**src/rtl/aes_round_sched_pkg.sv**
```systemverilog
// Shared types and constants for the AES round scheduler.
package aes_sched_pkg;

  localparam int AES_DATA_W    = 128;
  localparam int AES128_ROUNDS = 10;
  localparam int AES192_ROUNDS = 12;
  localparam int AES256_ROUNDS = 14;

  typedef enum logic [2:0] {
    IDLE,
    LOAD,
    ROUND,
    CAPTURE,
    HOLD
  } sched_state_e;

  function automatic bit legal_rounds(input int n);
    return (n == AES128_ROUNDS) || (n == AES192_ROUNDS) || (n == AES256_ROUNDS);
  endfunction

endpackage

```
**src/rtl/aes_round_sched_if.sv**
```systemverilog
// System-side request/response handshake of the AES round scheduler.
interface aes_round_sched_if
  import aes_sched_pkg::*;
#(
  parameter int DATA_W = AES_DATA_W
) ();

  logic              in_valid;
  logic              in_ready;
  logic [DATA_W-1:0] in_plaintext;
  logic [DATA_W-1:0] in_key;
  logic              out_valid;
  logic              out_ready;
  logic [DATA_W-1:0] out_data;

  modport master (
    output in_valid, in_plaintext, in_key, out_ready,
    input  in_ready, out_valid, out_data
  );

  modport slave (
    input  in_valid, in_plaintext, in_key, out_ready,
    output in_ready, out_valid, out_data
  );

endinterface

```
**src/rtl/aes_round_sched_round_ctr.sv**
```systemverilog
// Sub-cycle and round counter: dp_round runs 1..NUM_ROUNDS, each held ROUND_CYCLES cycles.
module aes_sched_round_ctr #(
  parameter int NUM_ROUNDS   = 10,
  parameter int ROUND_CYCLES = 1
) (
  input  logic       clk,
  input  logic       rst_n,
  input  logic       clr_i,
  input  logic       start_i,
  input  logic       enable_i,
  output logic [3:0] dp_round_o,
  output logic       dp_last_o,
  output logic       round_done_o
);

  localparam int              SUB_W      = $clog2(ROUND_CYCLES + 1);
  localparam logic [SUB_W-1:0] SUB_LAST   = SUB_W'(ROUND_CYCLES - 1);
  localparam logic [3:0]       LAST_ROUND = 4'(NUM_ROUNDS);

  logic [SUB_W-1:0] sub_q, sub_d;
  logic [3:0]       round_q, round_d;
  logic             sub_wrap;

  assign sub_wrap = (sub_q == SUB_LAST);

  always_comb begin
    sub_d   = sub_q;
    round_d = round_q;
    if (clr_i) begin
      sub_d   = '0;
      round_d = '0;
    end else if (start_i) begin
      sub_d   = '0;
      round_d = 4'd1;
    end else if (enable_i) begin
      if (sub_wrap) begin
        sub_d   = '0;
        // Leaving the final round drops the index back to "not in a round".
        round_d = (round_q == LAST_ROUND) ? 4'd0 : round_q + 4'd1;
      end else begin
        sub_d = sub_q + 1'b1;
      end
    end
  end

  always_ff @(posedge clk or negedge rst_n) begin
    if (!rst_n) begin
      sub_q   <= '0;
      round_q <= '0;
    end else begin
      sub_q   <= sub_d;
      round_q <= round_d;
    end
  end

  assign dp_round_o   = round_q;
  assign dp_last_o    = (round_q == LAST_ROUND);
  assign round_done_o = enable_i && sub_wrap && (round_q == LAST_ROUND);

endmodule

```
**src/rtl/aes_round_sched.sv**
```systemverilog
// Controller driving an iterative AES round datapath from block accept to result handshake.
// Defining AES_SCHED_PERF_EN adds cycle_count and block_count outputs.
//
// state   | meaning
// IDLE    | in_ready high, waiting for a block
// LOAD    | datapath loads plaintext ^ key
// ROUND   | round steps 1..NUM_ROUNDS, ROUND_CYCLES cycles each
// CAPTURE | datapath state sampled into out_data
// HOLD    | result presented until out_ready
module aes_round_sched
  import aes_sched_pkg::*;
#(
  parameter int DATA_W       = AES_DATA_W,
  parameter int NUM_ROUNDS   = AES128_ROUNDS,
  parameter int ROUND_CYCLES = 1
) (
  input  logic              clk,
  input  logic              rst_n,
  input  logic              abort,
  aes_round_sched_if.slave  sys,
  output logic              dp_load,
  output logic [DATA_W-1:0] dp_pt,
  output logic [DATA_W-1:0] dp_key,
  output logic              dp_round_en,
  output logic [3:0]        dp_round,
  output logic              dp_last,
  input  logic [DATA_W-1:0] dp_result,
  output logic              busy
`ifdef AES_SCHED_PERF_EN
  ,
  output logic [31:0]       cycle_count,
  output logic [15:0]       block_count
`endif
);

  if (!legal_rounds(NUM_ROUNDS) || (ROUND_CYCLES < 1)) begin : g_param_check
    $error("aes_round_sched: NUM_ROUNDS must be 10/12/14 and ROUND_CYCLES >= 1");
  end

  sched_state_e      state_q, state_d;
  logic              in_ready_q, in_ready_d;
  logic              out_valid_q, out_valid_d;
  logic [DATA_W-1:0] out_data_q, out_data_d;
  logic [DATA_W-1:0] pt_q, pt_d;
  logic [DATA_W-1:0] key_q, key_d;
  logic              round_done;
  logic              out_hs;

  assign out_hs = (state_q == HOLD) && out_valid_q && sys.out_ready;

  aes_sched_round_ctr #(
    .NUM_ROUNDS  (NUM_ROUNDS),
    .ROUND_CYCLES(ROUND_CYCLES)
  ) u_round_ctr (
    .clk         (clk),
    .rst_n       (rst_n),
    .clr_i       (abort),
    .start_i     ((state_q == LOAD) && !abort),
    .enable_i    ((state_q == ROUND) && !abort),
    .dp_round_o  (dp_round),
    .dp_last_o   (dp_last),
    .round_done_o(round_done)
  );

  always_comb begin
    state_d     = state_q;
    in_ready_d  = in_ready_q;
    out_valid_d = out_valid_q;
    out_data_d  = out_data_q;
    pt_d        = pt_q;
    key_d       = key_q;
    if (abort) begin
      state_d     = IDLE;
      out_valid_d = 1'b0;
      in_ready_d  = 1'b1;
    end else begin
      case (state_q)
        IDLE: begin
          if (sys.in_valid && in_ready_q) begin
            state_d    = LOAD;
            in_ready_d = 1'b0;
            pt_d       = sys.in_plaintext;
            key_d      = sys.in_key;
          end else begin
            in_ready_d = 1'b1;
          end
        end
        LOAD:  state_d = ROUND;
        ROUND: if (round_done) state_d = CAPTURE;
        CAPTURE: begin
          out_data_d  = dp_result;
          out_valid_d = 1'b1;
          state_d     = HOLD;
        end
        HOLD: begin
          if (out_hs) begin
            out_valid_d = 1'b0;
            in_ready_d  = 1'b1;
            state_d     = IDLE;
          end
        end
        default: state_d = IDLE;
      endcase
    end
  end

  always_ff @(posedge clk or negedge rst_n) begin
    if (!rst_n) begin
      state_q     <= IDLE;
      in_ready_q  <= 1'b0;
      out_valid_q <= 1'b0;
      out_data_q  <= '0;
      pt_q        <= '0;
      key_q       <= '0;
    end else begin
      state_q     <= state_d;
      in_ready_q  <= in_ready_d;
      out_valid_q <= out_valid_d;
      out_data_q  <= out_data_d;
      pt_q        <= pt_d;
      key_q       <= key_d;
    end
  end

  assign sys.in_ready  = in_ready_q;
  assign sys.out_valid = out_valid_q;
  assign sys.out_data  = out_data_q;
  assign dp_pt         = pt_q;
  assign dp_key        = key_q;
  assign dp_load       = (state_q == LOAD);
  assign dp_round_en   = (state_q == ROUND);
  assign busy          = (state_q != IDLE);

`ifdef AES_SCHED_PERF_EN
  logic [31:0] cycle_count_q;
  logic [15:0] block_count_q;

  // Counters survive abort; only rst_n clears them.
  always_ff @(posedge clk or negedge rst_n) begin
    if (!rst_n) begin
      cycle_count_q <= '0;
      block_count_q <= '0;
    end else begin
      cycle_count_q <= cycle_count_q + 32'd1;
      if (out_hs && !abort && (block_count_q != 16'hFFFF)) begin
        block_count_q <= block_count_q + 16'd1;
      end
    end
  end

  assign cycle_count = cycle_count_q;
  assign block_count = block_count_q;
`endif

endmodule

```
**src/flat_wrapper.sv**
```systemverilog
// flat-port wrapper written by rule: the top's interface ports become plain ports
module aes_round_sched_flat import aes_sched_pkg::*;
#(
  parameter int DATA_W       = AES_DATA_W,
  parameter int NUM_ROUNDS   = AES128_ROUNDS,
  parameter int ROUND_CYCLES = 1
)
  (clk, rst_n, abort, dp_load, dp_pt, dp_key, dp_round_en, dp_round, dp_last, dp_result, busy, sys_in_valid, sys_in_plaintext, sys_in_key, sys_out_ready, sys_in_ready, sys_out_valid, sys_out_data);
  aes_round_sched_if #(.DATA_W(DATA_W)) sys_i ();
  input  logic clk;
  input  logic rst_n;
  input  logic abort;
  output logic dp_load;
  output logic [DATA_W-1:0] dp_pt;
  output logic [DATA_W-1:0] dp_key;
  output logic dp_round_en;
  output logic [3:0] dp_round;
  output logic dp_last;
  input  logic [DATA_W-1:0] dp_result;
  output logic busy;
  input wire logic [$bits(sys_i.in_valid)-1:0] sys_in_valid;
  input wire logic [$bits(sys_i.in_plaintext)-1:0] sys_in_plaintext;
  input wire logic [$bits(sys_i.in_key)-1:0] sys_in_key;
  input wire logic [$bits(sys_i.out_ready)-1:0] sys_out_ready;
  output wire logic [$bits(sys_i.in_ready)-1:0] sys_in_ready;
  output wire logic [$bits(sys_i.out_valid)-1:0] sys_out_valid;
  output wire logic [$bits(sys_i.out_data)-1:0] sys_out_data;
  assign sys_i.in_valid = sys_in_valid;
  assign sys_i.in_plaintext = sys_in_plaintext;
  assign sys_i.in_key = sys_in_key;
  assign sys_i.out_ready = sys_out_ready;
  assign sys_in_ready = sys_i.in_ready;
  assign sys_out_valid = sys_i.out_valid;
  assign sys_out_data = sys_i.out_data;
  aes_round_sched #(.DATA_W(DATA_W), .NUM_ROUNDS(NUM_ROUNDS), .ROUND_CYCLES(ROUND_CYCLES)) u_core (.clk(clk), .rst_n(rst_n), .abort(abort), .sys(sys_i), .dp_load(dp_load), .dp_pt(dp_pt), .dp_key(dp_key), .dp_round_en(dp_round_en), .dp_round(dp_round), .dp_last(dp_last), .dp_result(dp_result), .busy(busy));
endmodule
```
**config.mk**
```make
export PLATFORM = sky130hd
export DESIGN_NAME = aes_round_sched_flat
export DESIGN_NICKNAME = d
export VERILOG_FILES = /design/src/rtl/aes_round_sched_pkg.sv /design/src/rtl/aes_round_sched_if.sv /design/src/rtl/aes_round_sched_round_ctr.sv /design/src/rtl/aes_round_sched.sv /design/src/flat_wrapper.sv
export SDC_FILE = /design/constraint.sdc
export NUM_CORES = 1
export LEC_CHECK = 0
export CAP_MARGIN = 20
export CORE_AREA = 2 2 308 310
export CTS_CLUSTER_SIZE = 30
export DETAILED_ROUTE_END_ITERATION = 8
export DIE_AREA = 0 0 310 312
export DONT_BUFFER_PORTS = 1
export PLACE_DENSITY_LB_ADDON = 0.25
export SETUP_SLACK_MARGIN = 0.2
export SLEW_MARGIN = 0
export SYNTH_ARGS = -nofsm -noshare
export SYNTH_HDL_FRONTEND = slang
export SYNTH_SLANG_ARGS = --single-unit
```
**constraint.sdc**
```tcl
create_clock -name clk -period 4 [get_ports clk]
set_clock_uncertainty 0.15 [all_clocks]
set_input_delay 0.4 -clock clk [delete_from_list [all_inputs] [get_ports clk]]
set_output_delay 0.4 -clock clk [all_outputs]
set_load 0.01 [all_outputs]
```
==> flow_results.org, run 1 <==
** Logic synthesis
- Sequential elements use 66.61% of the synthesized area.
- Ys flop type :: sky130_fd_sc_hd__dfrtp_1
- In this run, synthesis inferred 0 flip-flops with an integrated enable.
- Synthesis produced a netlist whose cell count is 864.
- The number of different library cells used by synthesis comes to 37.
- Combined area of all synthesized cells :: 14760 µm²
- The synthesized design contains 393 register bits.
- Most frequently used cell type in the post-synthesis netlist :: sky130_fd_sc_hd__dfrtp_1
- Share of async-settable or async-resettable flops after synthesis :: 100.0%
- Synth area leaders :: sky130_fd_sc_hd__dfrtp_1 (67%), sky130_fd_sc_hd__mux2_1 (17%), sky130_fd_sc_hd__mux2_2 (12%)
- Top-area cell type share of the netlist area :: 66.61%
- Sorting the synthesized cells by how often they occur yields sky130_fd_sc_hd__dfrtp_1 (393), sky130_fd_sc_hd__mux2_1 (229), sky130_fd_sc_hd__mux2_2 (156).
- Count of yosys warnings during synthesis :: 0
- A synthesized cell averages 17.09 µm².
- The biggest area contributor in the post-synthesis netlist is sky130_fd_sc_hd__dfrtp_1.
- When the netlist entered floorplanning its net count stood at 1255.

** Drt
- In the routed design, unresolved DRC markers number 0.
- Vias per cell :: 3.502
- The detailed router finished its first iteration with 331 violations.
- Detailed routing inserted a total of 8936 vias.
- The detailed router used layers up to and including met5.
- Aggregate routed wire length :: 45050 µm
- Final antenna-violating net count :: 0
- Routed wire per std cell :: 17.65 µm
- Summed over all nets, wire length on met2 after detailed routing comes to 24360 µm.
- Met1 WL :: 14880 µm
- Detailed-router iteration count before antenna repair :: 4
- Routed length on met3 :: 3919 µm

** Layout
- The finished cells cover 21500 µm².
- The multi-input combinational cells in the finished layout cover a total of 4634 µm².
- Share of final-layout standard cells stronger than drive strength 1 :: 18.81%
- After the flow finishes, the layout carries non-filler instances totaling 2552.
- From synthesis to final layout, the design area changed by 45.64%.
- The layout has 9754 filler cells.
- Layout Nets :: 1656
- Register cell area after layout :: 9834 µm²

** Die
- Once the floorplan was initialized, standard cells occupied 15.87% of the core.
- In this run the standard cell core region covers 93050 µm².
- In this run the vertical extent of the chip is 312 µm.
- Die outline area :: 96720 µm²
- Die W :: 310 µm
- Std cell rows :: 112
- During I/O placement, the number of pins put on the boundary was 783.

** STA
- Max-slew violations :: 0
- Max Freq :: 368.2 MHz
- In the post-route analysis, the smallest setup slack over all paths is 1.284 ns.
- Setup repair after global routing left no endpoint under its margin.
- Final Cycle Share :: 67.89%
- Post-layout min period :: 2.716 ns
- Final setup violation count :: 0
- Headroom to the max-slew limit :: 41.08%
- The number of endpoints with negative hold slack in the final report was 393.
- At the pin with the least slew margin, the transition time is 0.8837 ns.
- Worst hold slack after final layout :: -0.6365 ns
- Post-route setup TNS :: 0 ns

** Job
- The tool flagged a number of max-cap violations equal to 0.

** Setup path
- Setup slack on the worst flop-to-flop path :: 1.28 ns
- The endpoint identified for the worst register-to-register timing path is u_core.dp_pt[33].
- Cell count of the worst reg-to-reg path :: 4
- Critical path startpoint category :: register
- The startpoint identified for the worst register-to-register timing path is u_core.state_q[1].
- Launching element of the worst setup path :: u_core.state_q[1]
- Along the worst path, the maximum fanout reaches 77.
- Critical setup path kind :: register to register
- The signal on the critical path passes through nor4_2 -> nand3_4 -> buf_12 -> mux2_1.
- Arr. time, crit path :: 3.02 ns
- Termination of the worst setup path :: u_core.dp_pt[33]
- Largest stage delay on the critical path :: 0.53 ns
- Data on the critical path is required at its endpoint by 4.30 ns.
- Critical-path top delay cell :: sky130_fd_sc_hd__dfrtp_1
- The worst setup path is captured at a register.

** Global route
- Remaining global-route overflow :: 0
- Initial antenna violation count :: 3
- Via count of the first global-routing pass :: 10300
- GRT Resource Usage Total :: 8.827%
- Global-route wire length before repair :: 65120 µm
- Maximum number of pins on one net before global-route repair :: 394

** Clock network
- H-tree levels :: 2
- Clock insertion delay at the later pin of the skew report :: 0.59 ns
- Hold buffer count at CTS :: 387
- Total CTS buffers :: 46
- Clock net sink count :: 393
- Clock tree from TritonCTS :: built
- In this run the deepest clock path goes through 3 buffers.
- Clock-pin slew on the worst setup and hold paths :: 0.06 ns
- The root buffer cell chosen for the clock tree is sky130_fd_sc_hd__clkbuf_16.
- Number of gates given a new drive strength after cts :: 0
- Post-CTS timing repair inserted 0 buffers for setup.

** Outcome
- Failing checks :: hold timing
- Result of the run :: complete, but fails checks

** Placement
- During placement, the flow inserted port buffers numbering 0.
- In this run, placement finished with an instance count of 2084.
- The placed instances occupy a cell area of 16160 µm².
- DP Worst Slack :: 1.234 ns
- Once detailed placement completed, the half-perimeter wirelength came to 31670 µm.
- At the end of routability-driven placement, the weighted congestion stood at 0.7525.

** Pwr
- For this design the static power due to leakage is 9.039 nW.
- IR analysis of the VDD net gives a maximum drop of 0.3228 mV.
- Power per unit of standard cell area :: 590.9 nW/µm²

** Worst hold path
- The tightest min-delay check is of the input port to async pin type.
[critical path: cells and delay by family, from the launching register on]
kind	cells	cell delay (ns)
simple gates	2	0.92
buf+inv	1	0.44
flops	1	0.53
mux	1	0.40
[power breakdown]
part           switching [mW]  total [mW]  internal (mW)
sequential               1.76        7.02           5.26
clock                    1.67        4.09           2.43
combinational           0.513        1.59           1.08
[metal layers]
| layer | vias to the layer above | global-route usage, % |
|---|---|---|
| met5 | - | 0 |
| met4 | 2 | 4.370 |
| met3 | 105 | 3.133 |
| met2 | 463 | 16.48 |
| met1 | 4524 | 8.465 |
| li1 | 3842 | - |
[cells by family after synthesis]
logic type                 after synthesis  share of synthesized area [%]
and+or+nand+nor                         22                         0.9831
adders and majority gates                2                         0.1695
muxes                                  385                          29.36
buffers and inverters                   48                          2.076
DFF                                    393                          66.61
xor gates and xnor gates                 2                         0.1187
AOI/OAI and AO/OA                       12                         0.6781
[sequential cells by signal (all words and copies together) (netlist names)]
signal                         cells
u_core.sys.in_ready                1
u_core.sys.out_valid               1
u_core.sys.out_data              128
u_core.dp_pt                     128
u_core.state_q                     3
u_core.dp_key                    128
u_core.u_round_ctr.dp_round_o      4
[final cells by class]
type                            count  share of cell area, %
Multi-Input combinational cell    423                  21.55
Clock buffer                       67                  6.389
Clock inverter                     13                 0.4306
Sequential cell                   393                  45.73
Tap cell                         1254                  7.297
Antenna cell                        1                0.01164
Timing Repair Buffer              399                  18.55
Inverter                            2                0.03491
[worst min path at each step]
stage	start	to	slack, ns	depth (start not counted)
floorplan	rst_n	u_core.dp_key[0]	-0.05	0
global placement	rst_n	u_core.sys.out_data[72]	-0.04	0
detailed placement	rst_n	u_core.sys.out_data[106]	-0.04	0
CTS	rst_n	u_core.sys.out_data[106]	-0.70	0
global route	rst_n	u_core.sys.out_data[106]	-0.70	0
finish	rst_n	u_core.sys.out_data[106]	-0.64	0
[placed cells by master, fill, tap and decap left out, types with 3 or more instances in the layout]
cell type and count:
sky130_fd_sc_hd__dlygate4sd3_1 387, sky130_fd_sc_hd__nor2_1 3, sky130_fd_sc_hd__clkbuf_16 49, sky130_fd_sc_hd__dfrtp_1 393, sky130_fd_sc_hd__buf_4 10, sky130_fd_sc_hd__clkbuf_8 8, sky130_fd_sc_hd__mux2_1 229, sky130_fd_sc_hd__mux2_2 156
sky130_fd_sc_hd__clkinv_2 11, sky130_fd_sc_hd__nand2_1 3, sky130_fd_sc_hd__clkbuf_1 10
[through the flow]
step | total power [mW] | utilization (%) | hold WS [ns]
after floorplan | 7.680 | - | -0.04559
after global placement | 8.359 | 17.37 | -0.03508
after detailed placement | 8.396 | 17.37 | -0.03555
after CTS | 12.94 | 23.11 | -0.7046
after global routing | 13.37 | 23.11 | -0.7036
final | 12.71 | 23.11 | -0.6365
Note: power is estimated with default switching activity, not from simulation.
==> run 2, diff against run 1 <==
==> constraint.sdc (replaced) <==
create_clock -name clk -period 2.7 [get_ports clk]
set_clock_uncertainty 0.15 [all_clocks]
set_input_delay 0.27 -clock clk [delete_from_list [all_inputs] [get_ports clk]]
set_output_delay 0.27 -clock clk [all_outputs]
set_load 0.01 [all_outputs]
==> run 2 against run 1 <==
  * The run still ends with hold timing left
  * First-iteration DRC count rose by 14%
  * Global-route usage fell by 0.20 points
  * Critical path depth did not move
  * Die area did not move
  * Sequential cell count did not move
  * Routed wire length fell by 2.0%
  * Final cell count fell by 0.20%
  * Hold slack got worse by 0.12 ns
  * Combinational power rose by 48%
  * Worst setup slack got worse by 0.93 ns
  * Power rose by 48%
  * Maximum frequency rose by 16%
==> flow_results.org, run 2 (synthesis results as in run 1) <==
** Global route
- GRT Resource Usage Total :: 8.631% (-0.20 points)
- Initial antenna violation count :: 1 (-2)
- Remaining global-route overflow :: 0 (unchanged)
- Maximum number of pins on one net before global-route repair :: 394 (unchanged)
- The number of global-route vias before repair came to 10107 (-1.9%).
- Global-route wire length before repair :: 64070 µm (-1.6%)

** Clock network
- Clock-pin slew on the worst setup and hold paths :: 0.06 ns (about the same)
- The number of buffers created by CTS was 45 (-2.2%).
- Number of gates given a new drive strength after cts :: 0 (unchanged)
- The worst-skew pair later-pin latency came to 0.58 ns (about the same).
- The number of H-tree levels is 2 (unchanged).
- TritonCTS built the clock tree.
- Buffer count from post-CTS setup fixing :: 0 (unchanged)
- Maximum count of clock buffers along a single path :: 3 (unchanged)
- The count of clock tree sinks came to 393 (unchanged).
- Hold buffer count at CTS :: 388 (+0.26%)
- Library cell used as clock root buffer :: sky130_fd_sc_hd__clkbuf_16

** Outcome
- Failing checks :: hold timing
- Result of the run :: complete, but fails checks

** Drt
- Detailed Route Iter0 Violations :: 377 (+14%)
- Routed wire per std cell :: 17.33 µm (-1.8%)
- Vias per cell :: 3.495 (-0.17%)
- The total iterations of the first detailed-routing run was 4 (unchanged).
- Number of design rule violations left after detail routing :: 0 (unchanged)
- The count of nets left with antenna violations after detail routing is 0 (unchanged).
- Aggregate routed wire length :: 44150 µm (-2.0%)
- The vias after detailed routing came to 8903 (-0.37%).

** Setup path
- Kind of capture point of the worst setup path :: register
- Critical setup path kind :: register to register
- RR Startpoint :: u_core.state_q[1]
- Critical path startpoint category :: register
- The most critical setup path has its startpoint at u_core.state_q[1].
- Peak fanout along the critical path :: 99 (+29%)
- The reg2reg setup slack is 0.36 ns (-0.93 ns).
- The critical path required time came to 2.99 ns (-1.31 ns).
- The arrival time reported for the critical path endpoint was 2.64 ns (-0.38 ns).

** Placement
- Placer Congestion :: 0.7655 (+1.7%)
- DP HPWL :: 31420 µm (-0.80%)
- Port bufs :: 0 (unchanged)

** STA
- Final Cycle Share :: 86.82% (+19 points)
- The final hold slack came to -0.7602 ns (-0.1238 ns).
- Final setup violation count :: 0 (unchanged)
- The number of endpoints with negative hold slack in the final report is 393 (unchanged).
- Max Freq :: 426.6 MHz (+16%)
- Setup repair after global routing left no endpoint under its margin.
- The minimum clock period came to 2.344 ns (-0.3716 ns).
- The max-slew violation count was 0 (unchanged).
- The aggregate negative setup slack came to 0 ns (unchanged).
- Tightest Pin Transition :: 0.8091 ns (-0.07467 ns)
- The worst slew slack as a fraction of its limit was 46.06% (+5.0 points).

** Die
- Die outline area :: 96720 µm² (unchanged)
- The row count was 112 (unchanged).
- The die outline height is 312 µm (unchanged).
- Count of boundary I/O pins :: 783 (unchanged)
- Area of the placeable core :: 93050 µm² (unchanged)
- The chip width was 310 µm (unchanged).
- Effective utilization at floorplan :: 15.87% (unchanged)

** Worst hold path
- The min-delay analysis places its worst path in the category input port to async pin.

** Layout
- Synthesis-to-layout area growth :: 45.82%
- Share of the core filled with cells in the final layout :: 23.14% (+0.028 points)
- Antenna diodes :: 0 (-1)
- Most common cell after layout, fill and taps aside :: sky130_fd_sc_hd__dfrtp_1
- The share of final-layout standard cells stronger than drive strength 1 came to 18.79% (-0.019 points).
- The total number of nets in the final design is 1653 (-0.18%).
- The top cell types in the final layout, fill and taps aside, are sky130_fd_sc_hd__dfrtp_1 (393), sky130_fd_sc_hd__dlygate4sd3_1 (388), sky130_fd_sc_hd__mux2_1 (229).

** Pwr
- The clock share of power was 32.4% (+0.2 points).
- Switching pwr :: 5.817 mW (+48%)
- The power density over cell area came to 875.9 nW/µm² (+48%).
- The combinational power share came to 12.5% (about the same).
- The net switching fraction of the power came to 30.85% (-0.17 points).
- Flop pwr share :: 55.2% (about the same)
- The worst IR drop on VDD came to 0.4526 mV (+40%).
- Static power due to leakage :: 9.043 nW (about the same)
- The internal power contribution came to 13.04 mW (+49%).

** Job
- The number of violations of the max-capacitance limit came to 0 (unchanged).
## run 2: cell count changes in the layout (fill, tap and decap cells not counted), moves of 2 or more
cell,change
sky130_fd_sc_hd__bufinv_16,+3
sky130_fd_sc_hd__buf_4,-6
sky130_fd_sc_hd__clkinv_4,+2
sky130_fd_sc_hd__clkbuf_1,-4
sky130_fd_sc_hd__clkbuf_16,-4
sky130_fd_sc_hd__buf_12,+3
## run 2: power by group through the flow
stage | Clock (mW) | Sequential, mW | Combinational [mW]
after floorplan | 0 | 9.70 | 1.68
after global placement | 0 | 10.6 | 1.78
after detailed placement | 0 | 10.5 | 1.91
after CTS | 6.39 | 10.5 | 2.38
after global routing | 6.62 | 10.6 | 2.60
final | 6.10 | 10.4 | 2.35
## run 2: cell type report
| class | instances | area, µm² |
|---|---|---|
| Fill cell | 9725 | 71520 |
| Sequential cell | 393 | 9834 |
| Clock inverter | 19 | 211.5 |
| Tap cell | 1254 | 1569 |
| Timing Repair Buffer | 397 | 4014 |
| Clock buffer | 59 | 1259 |
| Multi-Input combinational cell | 423 | 4634 |
| Inverter | 2 | 7.507 |
## run 2: routing by layer
metal  wire length (µm)  global-route usage, %
met1              14540                  8.328
met2              24640                  16.65
met3               3948                  3.221
met4               1016                  2.734
met5                  0                      0
## run 2: worst paths after layout
check	depth (start not counted)	end
max in group asynchronous	0	u_core.dp_pt[69]
worst min-delay path	0	u_core.dp_key[54]
worst max-delay path	4	u_core.dp_pt[59]
min in group clk	4	u_core.dp_pt[26]
worst max register to register	4	u_core.dp_pt[59]
worst min register to register	1	u_core.dp_key[101]
## run 2: metrics by stage
stage	cells	setup slack [ns]	cell area, µm²	power, mW
3_3_place_gp	2081	0.4841	16180	12.39
5_1_grt	2547	0.2715	21530	19.86
4_1_cts	2547	0.4189	21530	19.24
3_5_place_dp	2081	0.4693	16180	12.45
6_report	2547	0.3560	21530	18.86
2_1_floorplan	864	0.9438	14760	11.38
## run 2: critical path, stage by stage (launching register included)
cell,delay [ns]
sky130_fd_sc_hd__dfrtp_1,0.53
sky130_fd_sc_hd__nor4_2,0.39
sky130_fd_sc_hd__nand3_4,0.15
sky130_fd_sc_hd__buf_12,0.21
sky130_fd_sc_hd__mux2_1,0.51
==> run 3, diff against run 2 <==
--- a/config.mk
+++ b/config.mk
@@ -12,7 +12,7 @@
 export DIE_AREA = 0 0 310 312
 export DONT_BUFFER_PORTS = 1
 export PLACE_DENSITY_LB_ADDON = 0.25
-export SETUP_SLACK_MARGIN = 0.2
+export SETUP_SLACK_MARGIN = 0.3
 export SLEW_MARGIN = 0
 export SYNTH_ARGS = -nofsm -noshare
 export SYNTH_HDL_FRONTEND = slang
==> constraint.sdc (replaced) <==
create_clock -name clk -period 3 [get_ports clk]
set_clock_uncertainty 0.15 [all_clocks]
set_input_delay 0.3 -clock clk [delete_from_list [all_inputs] [get_ports clk]]
set_output_delay 0.3 -clock clk [all_outputs]
set_load 0.01 [all_outputs]
==> run 3 against run 2 <==
  * Cell area fell by 0.14%
  * Utilization about the same
  * The flow still finishes with violations (hold timing)
  * Register-to-register slack better by 0.35 ns
  * Count of clock-buffer cells in the layout rose by 4
  * Largest power group unchanged
  * Critical endpoint is now u_core.dp_pt[82]
  * Maximum frequency up 2.2%
  * Routed wire length is 2.5% higher
  * Critical path depth up 1
  * Highest routed layer is now met5
==> flow_results.org, run 3 (synthesis results as in run 1) <==
** Outcome
- The flow ran to the end, but the final reports show violations.
- Failing checks :: hold timing

** STA
- Max Freq :: 435.8 MHz (+2.2%)
- The smallest setup slack after layout is 0.7054 ns (+0.3494 ns).
- The final hold slack came to -0.7332 ns (+0.02700 ns).
- Setup repair after global routing left no endpoint under its margin.
- Final setup violation count :: 0 (unchanged)
- Max-slew violations :: 0 (unchanged)
- The minimum clock period came to 2.295 ns (-0.04941 ns).
- The worst slew slack as a fraction of its limit came to 34.44% (-12 points).
- The period utilization was 76.49% (-10 points).
- The pin slew with the least headroom to its limit was 0.9834 ns (+0.1744 ns).
- Hold Violations, Final :: 393 (unchanged)
- The aggregate negative setup slack was 0 ns (unchanged).

** Drt
- Vias per cell :: 3.515 (+0.55%)
- Number of design rule violations left after detail routing :: 0 (unchanged)
- Detailed Route Iter0 Violations :: 374 (-0.80%)
- The total iterations of the first detailed-routing run was 4 (unchanged).
- Aggregate routed wire length :: 45250 µm (+2.5%)
- The wire length per cell came to 17.74 µm (+2.3%).
- The vias after detailed routing came to 8966 (+0.71%).
- The count of nets left with antenna violations after detail routing is 0 (unchanged).

** Clock network
- TritonCTS built the clock tree.
- Hold buffer count at CTS :: 388 (unchanged)
- Clock insertion delay at the later pin of the skew report :: 0.58 ns (about the same)
- The count of clock tree sinks is 393 (unchanged).
- The clock transition time at the flip-flop clock pins of the worst setup and hold paths is 0.06 ns (about the same).
- In this run the clock root is driven by a sky130_fd_sc_hd__clkbuf_16.
- The deepest clock path buffer count was 3 (unchanged).
- The post-CTS setup-driven buffer insertion count is 0 (unchanged).
- H-tree levels :: 2 (unchanged)
- The post-cts gate resize count was 0 (unchanged).
- Total CTS buffers :: 45 (unchanged)

** Die
- The chip width came to 310 µm (unchanged).
- The core area is 93050 µm² (unchanged).
- Die height :: 312 µm (unchanged)
- Effective utilization at floorplan :: 15.87% (unchanged)
- Die outline area :: 96720 µm² (unchanged)
- The row count came to 112 (unchanged).
- Count of boundary I/O pins :: 783 (unchanged)

** Placement
- The final HPWL from detailed placement is 32470 µm (+3.3%).
- The weighted congestion reported at the end of routability-driven placement came to 0.7727 (+0.94%).
- Placed Instance Area :: 16220 µm² (+0.28%)
- The number of placed instances with taps included came to 2087 (+0.29%).
- The quantity of I/O buffers inserted on ports is 0 (unchanged).
- The worst slack after detailed placement is 0.7055 ns (+0.2362 ns).

** Pwr
- The net switching fraction of the power is 31.05% (+0.21 points).
- Flop pwr share :: 55.7% (+0.5 points)
- The internal power contribution is 11.57 mW (-11%).
- Switching pwr :: 5.213 mW (-10%)
- Max rail drop VDD :: 0.4199 mV (-7.2%)
- Static power due to leakage :: 9.028 nW (-0.17%)
- The post-layout total power was 16.79 mW (-11%).
- The power density over cell area is 780.8 nW/µm² (-11%).
- The clock share of power is 31.5% (-0.9 points).
- The combinational power share was 12.8% (+0.3 points).

** Global route
- The global-route congestion overflow total came to 0 (unchanged).
- Met1 Use GR :: 8.525% (+0.20 points)
- Initial antenna violation count :: 2 (+1)
- Global-route wire length before repair :: 65580 µm (+2.4%)
- The global-route track usage on met2 was 17.04% (+0.39 points).
- After global routing, the most crowded layer is met2.
- Met3 demand-to-capacity share in global routing :: 3.370% (+0.15 points)
- The pin count of the biggest net entering global routing was 394 (unchanged).
- The number of global-route vias before repair came to 10445 (+3.3%).
- The overall track demand over capacity in global routing was 8.906% (+0.28 points).

** Setup path
- Kind of capture point of the worst setup path :: register
- Arr. time, crit path :: 2.60 ns (-0.04 ns)
- STA classifies the critical path startpoint as a register.
- The setup path with the least slack is of type register to register.
- The critical path required time was 3.31 ns (+0.32 ns).
- Peak fanout along the critical path :: 37 (-63%)

** Layout
- Synthesis-to-layout area growth :: 45.62%
- Design area :: 21500 µm² (-0.14%)
- The library cell used most frequently in the layout, excluding fill and tap cells, is sky130_fd_sc_hd__dfrtp_1.
- The number of filler cells placed in the layout is 9750 (+0.26%).
- The share of final-layout standard cells stronger than drive strength 1 came to 18.52% (-0.27 points).
- The final core utilization came to 23.11% (-0.032 points).
- The total number of nets in the final design was 1659 (+0.36%).
- Leaving out fill and tap cells, the most frequent cells in the layout are sky130_fd_sc_hd__dfrtp_1 (393), sky130_fd_sc_hd__dlygate4sd3_1 (388), sky130_fd_sc_hd__mux2_1 (229).
- Post-Layout Cell Count :: 2551 (+0.16%)

** Job
- The number of violations of the max-capacitance limit is 0 (unchanged).

** Worst hold path
- The worst hold path belongs to the class input port to async pin.
run 3: cell type report:
cell class                      count  area, µm²  share of cell area (%)
Clock buffer                       63       1276                   5.936
Tap cell                         1254       1569                   7.298
Clock inverter                     12      116.4                  0.5412
Inverter                            2      7.507                 0.03492
Sequential cell                   393       9834                   45.74
Timing Repair Buffer              403       4059                   18.88
Antenna cell                        1      2.502                 0.01164
Multi-Input combinational cell    423       4634                   21.56
run 3: path summary, 6_finish.rpt:
check | startpoint | endpoint | slack, ns | depth (start not counted)
max | u_core.state_q[1] | u_core.dp_pt[82] | 0.71 | 5
min reg2reg | u_core.dp_pt[37] | u_core.dp_pt[37] | 0.41 | 1
max in group asynchronous | rst_n | u_core.dp_pt[89] | 2.62 | 0
max reg2reg | u_core.state_q[1] | u_core.dp_pt[82] | 0.71 | 5
min | rst_n | u_core.sys.out_data[72] | -0.73 | 0
min in group clk | abort | u_core.sys.out_data[71] | 0.12 | 2
run 3: metal layers:
metal	share of wire (%)	vias up
met3	8.9	83
met1	33	4578
li1	-	3868
met4	2.9	2
met2	55	435
met5	0.027	-
run 3: power groups by stage:
stage | combinational (mW) | clock [mW] | sequential [mW]
floorplan | 1.51 | 0 | 8.73
finish | 2.15 | 5.28 | 9.36
global placement | 1.64 | 0 | 9.53
CTS | 2.18 | 5.52 | 9.41
global route | 2.37 | 5.74 | 9.57
detailed placement | 1.75 | 0 | 9.48
run 3: critical path: stages (launching register included):
cell                      delay, ns
sky130_fd_sc_hd__dfrtp_1       0.52
sky130_fd_sc_hd__nor4_2        0.40
sky130_fd_sc_hd__nand3_4       0.19
sky130_fd_sc_hd__buf_12        0.21
sky130_fd_sc_hd__buf_4         0.28
sky130_fd_sc_hd__mux2_1        0.34
